**src/rtl/sqm_core_if.sv**
```systemverilog
// Start/busy/done handshake and operand/result bus for the sqm_core multiplier.
`default_nettype none

interface sqm_core_if #(
   parameter int AW = 8,
   parameter int BW = 4,
   parameter int YW = 8
);
   logic          start;
   logic [AW-1:0] A;
   logic [BW-1:0] B;
   logic [YW-1:0] Y;
   logic          ovf;
   logic          busy;
   logic          done;

   modport master (output start, A, B, input Y, ovf, busy, done);
   modport slave  (input start, A, B, output Y, ovf, busy, done);
endinterface

`default_nettype wire

```
**src/rtl/sqm_core.sv**
```systemverilog
// Sequential shift-and-add unsigned multiplier, AW x BW bits, BW iterations per op.
// Y carries the low YW product bits; ovf flags any non-zero bits above them.
`default_nettype none

module sqm_core #(
   parameter int AW = 8,
   parameter int BW = 4,
   parameter int YW = 8
) (
   input  wire logic   clk,
   input  wire logic   reset,
   sqm_core_if.slave   bus
);
   localparam int PW = AW + BW;
   localparam int CW = $clog2(BW + 1);

   typedef enum logic [0:0] {
      IDLE = 1'b0,
      RUN  = 1'b1
   } state_t;

   state_t          state_q;
   logic [PW-1:0]   acc_q;
   logic [PW-1:0]   mcand_q;
   logic [BW-1:0]   mplier_q;
   logic [CW-1:0]   count_q;
   logic [YW-1:0]   y_q;
   logic            ovf_q;
   logic            busy_q;
   logic            done_q;

   logic [PW-1:0]   acc_d;
   logic            ovf_d;
   logic            last_iter;

   // Unsigned operands: the PW-bit sum can never exceed PW bits, so no carry out.
   assign acc_d     = mplier_q[0] ? (acc_q + mcand_q) : acc_q;
   assign last_iter = (count_q == CW'(BW - 1));

   generate
      if (YW < PW) begin : g_ovf
         assign ovf_d = |acc_d[PW-1:YW];
      end else begin : g_no_ovf
         assign ovf_d = 1'b0;
      end
   endgenerate

   always_ff @(posedge clk) begin
      if (!reset) begin
         state_q  <= IDLE;
         acc_q    <= '0;
         mcand_q  <= '0;
         mplier_q <= '0;
         count_q  <= '0;
         y_q      <= '0;
         ovf_q    <= 1'b0;
         busy_q   <= 1'b0;
         done_q   <= 1'b0;
      end else begin
         done_q <= 1'b0;
         case (state_q)
            IDLE: begin
               if (bus.start) begin
                  mcand_q  <= {{BW{1'b0}}, bus.A};
                  mplier_q <= bus.B;
                  acc_q    <= '0;
                  count_q  <= '0;
                  busy_q   <= 1'b1;
                  state_q  <= RUN;
               end
            end
            RUN: begin
               acc_q    <= acc_d;
               mcand_q  <= mcand_q << 1;
               mplier_q <= mplier_q >> 1;
               count_q  <= count_q + CW'(1);
               // Always run all BW iterations so latency is operand-independent.
               if (last_iter) begin
                  y_q     <= acc_d[YW-1:0];
                  ovf_q   <= ovf_d;
                  done_q  <= 1'b1;
                  busy_q  <= 1'b0;
                  state_q <= IDLE;
               end
            end
            default: state_q <= IDLE;
         endcase
      end
   end

   assign bus.Y    = y_q;
   assign bus.ovf  = ovf_q;
   assign bus.busy = busy_q;
   assign bus.done = done_q;

endmodule

`default_nettype wire

```
**src/flat_wrapper.sv**
```systemverilog
// flat-port wrapper written by rule: the top's interface ports become plain ports
module sqm_core_flat 
#(
   parameter int AW = 8,
   parameter int BW = 4,
   parameter int YW = 8
)
  (clk, reset, bus_start, bus_A, bus_B, bus_Y, bus_ovf, bus_busy, bus_done);
  sqm_core_if #(.AW(AW), .BW(BW), .YW(YW)) bus_i ();
  input  wire logic clk;
  input  wire logic reset;
  input wire logic [$bits(bus_i.start)-1:0] bus_start;
  input wire logic [$bits(bus_i.A)-1:0] bus_A;
  input wire logic [$bits(bus_i.B)-1:0] bus_B;
  output wire logic [$bits(bus_i.Y)-1:0] bus_Y;
  output wire logic [$bits(bus_i.ovf)-1:0] bus_ovf;
  output wire logic [$bits(bus_i.busy)-1:0] bus_busy;
  output wire logic [$bits(bus_i.done)-1:0] bus_done;
  assign bus_i.start = bus_start;
  assign bus_i.A = bus_A;
  assign bus_i.B = bus_B;
  assign bus_Y = bus_i.Y;
  assign bus_ovf = bus_i.ovf;
  assign bus_busy = bus_i.busy;
  assign bus_done = bus_i.done;
  sqm_core #(.AW(AW), .BW(BW), .YW(YW)) u_core (.clk(clk), .reset(reset), .bus(bus_i));
endmodule
```
**config.mk**
```make
export PLATFORM = sky130hd
export DESIGN_NAME = sqm_core_flat
export DESIGN_NICKNAME = d
export VERILOG_FILES = /design/src/rtl/sqm_core_if.sv /design/src/rtl/sqm_core.sv /design/src/flat_wrapper.sv
export SDC_FILE = /design/constraint.sdc
export NUM_CORES = 1
export LEC_CHECK = 0
export CAP_MARGIN = 20
export CELL_PAD_IN_SITES_DETAIL_PLACEMENT = 0
export CELL_PAD_IN_SITES_GLOBAL_PLACEMENT = 1
export CORE_UTILIZATION = 48
export DETAILED_ROUTE_END_ITERATION = 8
export DONT_BUFFER_PORTS = 1
export PLACE_DENSITY = 0.76
export RECOVER_POWER = 25
export SKIP_LAST_GASP = 1
export SYNTH_ARGS = -nofsm -noshare
export SYNTH_HDL_FRONTEND = slang
export SYNTH_SLANG_ARGS = --single-unit
```
**constraint.sdc**
```tcl
create_clock -name clk -period 2.9 [get_ports clk]
set_clock_uncertainty 0.2 [all_clocks]
set_input_delay 0.29 -clock clk [delete_from_list [all_inputs] [get_ports clk]]
set_output_delay 0.29 -clock clk [all_outputs]
set_load 0.01 [all_outputs]
```
==> key figures <==
Run status
  • Outcome: finished clean

Floorplanning
  • Die Wd: 73.6 microns
  • Die H: between 70 and 80 microns
  • Die ar.: between 5000 and 6000 sq um
  • Initial core utilization: 0.511
  • Num ports: 26
  • Core area: slightly below 5000 sq um
  • Core Rows: 25

Timing
  • Slew @ Worst Pin: ~1000 ps
  • Pins Over Slew Limit: 0
  • Max Clk Rate: around 400 MHz
  • Unrepaired setup endpoints after global routing: false
  • Hold_ws: 16.3 ps
  • Tmin final: 2470 ps
  • Period Utilization, post-route: 0.853
  • Setup TNS: 0 ps
  • # setup viols final: 0
  • Slew HR: 0.305
  • Final hold vios: 0

Logic synthesis
  • Multiplexer share of the synthesized area: 0.0951
  • Synth warn: 0
  • Dominant cells by area after synthesis: dfxtp_1 (35%), mux2i_1 (8.1%), ha_1 (6.6%), nor2b_1 (5.1%), nand2_1 (4.4%)
  • Number of synthesized flops with an enable pin: 0
  • Cell Area, Synth: roughly 2500 sq um
  • Cell taking the most area after synthesis: dfxtp_1
  • Synth Area in Compound Gates: 0.183
  • Synth Area in Adders: 0.0743
  • Async set or reset register ratio after synthesis: 0
  • Synth Flop Type: dfxtp_1
  • Largest family of logic cells by synthesized area: simple AND/OR/NAND/NOR gates
  • Simple-gate portion of the synthesized area: 0.236
  • Register area share after synthesis: 0.350
  • Yosys top cell area share: 0.350
  • Register bit total from synthesis: 43
  • Xor and xnor area share after synthesis: 0.0214
  • Post-Syn Area per Cell: between 8 and 9 sq um
  • Mapped Nets: roughly 310
  • Synth cell types: 48
  • Cell count after synthesis: ~280

Routing
  • DRC Markers: 0
  • Avg WL per Cell: roughly 15 microns
  • Final wirelength: between 5 and 6 mm
  • Initial DRC Count: just under 100
  • ANT nets after route: 0
  • DR pass1 iterations: 4
  • Vias per cell: about 5.4
  • Vias: roughly 1900

Clocking
  • CTS Buffer Depth: 2
  • CTS Buf Count: 5
  • # Post-CTS Setup Buffers: 0
  • CTS Sinks: 43
  • Root buf cell: clkbuf_8
  • Htree depth: 2
  • Clock transition at the registers of the reported paths: around 80 ps
  • TritonCTS clock tree: yes
  • Clock latency at the later pin of the worst-skew pair: roughly 290 ps

Finish
  • Layout cells sized above 1: 0.0712
  • Final nets: 309
  • Fillers: 496
  • Antenna cells: 0
  • Finished Cell Area: about 2600 sq um
  • Fin util: 0.544
  • Synth-to-Final Area Change: 6.56%

GRT
  • First-pass GRT wire length: approximately 8.3 mm
  • Grt ovf: 0
  • Initial antenna violation count: 0
  • Largest net degree at the start of global routing: 58
  • Overall Global Routing Usage: 0.205
  • Vias in the first global route: 1700

Critical path
  • Crit path max-delay cell type: fa_1
  • Max incr delay on CP: between 400 and 500 ps
  • Crit-path cells: ha_1 > inv_1 > fa_1 > nor2b_4 > o31ai_2 > a21o_1 > a21oi_1 > and3b_1 > nor4b_2 > o21ai_1
  • Crit Path Category: reg2reg
  • Critical Path End Type: flip-flop
  • Crit-path max FO: 3
  • Startpoint Class: flip-flop
  • CP required: between 2000 and 3000 ps
  • Crit path DAT: around 2500 ps
  • R2R cell count: 10

Place
  • DP Area: about 2500 sq um
  • GP Congestion: 0.743
  • Port bufs: 0
  • Post-DP HPWL: about 3.4 mm

Power
  • Leakage power: 0.986 nW
  • Power density over the cells: 417 nW/um^2
  • Clock share of power: 0.338
  • Sw frac: 0.249
  • P_int: 822 uW
  • Part of the power in registers: 0.569
  • P_sw: ~270 uW
  • Gate power share: 0.093
  • Peak supply drop: 0.187 mV

Worst hold path
  • WHS Path Cells: 2
  • Hold Crit Class: in2reg

Flow run
  • Max-cap violations: 0
## stage by stage
| stage | setup slack [ps] | instances | power [mW] |
|---|---|---|---|
| final | 426 | 348 | 1.09 |
| after global routing | 246 | 348 | 1.15 |
| after CTS | 419 | 348 | 1.11 |
| after detailed placement | 432 | 336 | 0.727 |
| after global placement | 494 | 336 | 0.726 |
| after floorplan | 590 | 283 | 0.718 |
## registers in the layout, indices dropped and copies added, names as in the netlist
signal and cells:
u_core.mcand_q 12, u_core.bus.busy 1, u_core.mplier_q 4, u_core.bus.Y 8
u_core.count_q 3, u_core.acc_q 12, u_core.state_q 1, u_core.bus.ovf 1
u_core.bus.done 1
## cells in the final DEF (no fill, tap or decap), drive strengths merged, types with 4 or more instances in the layout
master,synthesis,routed
inv,8,8
nand3,4,4
nor2,9,9
and2,11,11
nor3b,12,12
a21oi,21,21
nor2b,21,21
nand2,29,29
xnor2,4,4
dlygate4sd3,0,4
clkbuf,12,7
o21ai,23,23
ha,13,13
o21a,10,10
mux2i,20,20
dfxtp,43,43
## kinds of logic (layout without fill, tap and decap cells)
group | Yosys count | in the layout
flip-flops | 43 | 43
multiplexers | 23 | 23
AND/OR/NAND/NOR | 102 | 102
AO/OA/AOI/OAI | 70 | 70
adder cells (fa/ha/maj) | 14 | 14
buffers and inverters | 25 | 23
XOR/XNOR | 6 | 6
## cell usage after synthesis (9+ instances only)
library cell,instances
clkbuf_1,12
a21oi_1,21
dfxtp_1,43
ha_1,13
and2_1,11
o21ai_1,14
nor2_1,9
nand2_1,29
o21a_1,9
nor2b_1,20
mux2i_1,20
nor3b_1,12
## power groups by stage
stage / Clock, mW / Sequential [mW] / Combinational (mW)
detailed placement: 0 / 0.637 / 0.0903
global route: 0.408 / 0.625 / 0.115
finish: 0.370 / 0.622 / 0.102
floorplan: 0 / 0.627 / 0.0913
CTS: 0.386 / 0.623 / 0.103
global placement: 0 / 0.636 / 0.0897
## area by class of cell
| class | instances | area, sq um | share of cell area |
|---|---|---|---|
| clock buffer | 7 | 76.3 | 0.0291 |
| clock inverter | 1 | 5.00 | 0.00191 |
| inverter | 8 | 32.5 | 0.0124 |
| multi-input combinational | 215 | 1500 | 0.572 |
| sequential | 43 | 862 | 0.329 |
| tap | 67 | 83.8 | 0.0320 |
| timing repair buffer | 7 | 62.6 | 0.0239 |
## worst max-delay path, delay by kind of cell (launching register included)
kind / cells / cell delay [ps]
adders and majority gates: 2 / 640
and+or+nand+nor: 3 / 610
DFF: 1 / 360
AOI/OAI and AO/OA: 4 / 490
buffers and inverters: 1 / 60
## per-layer routing
metal  track usage  up-vias  part of all wire
met5             0        -                 0
met4        0.0577        0             0.012
met3        0.0535        6             0.041
met2         0.327       30              0.44
met1         0.274      878              0.50
li1              -      979                 -
## what timing repair did
item,CTS,global route
hold endpoints to repair,32,0
hold buffers,4,0
gates resized for setup,0,0
setup endpoints to repair,0,0
## final timing paths
path | slack (ps) | start | end
max reg2reg | 430 | u_core.mcand_q[0] | u_core.bus.ovf
min | 20 | bus_start | u_core.count_q[2]
max | 430 | u_core.mcand_q[0] | u_core.bus.ovf
min reg2reg | 290 | u_core.bus.Y[1] | u_core.bus.Y[1]
No activity file was read; power rests on OpenSTA's default activity.
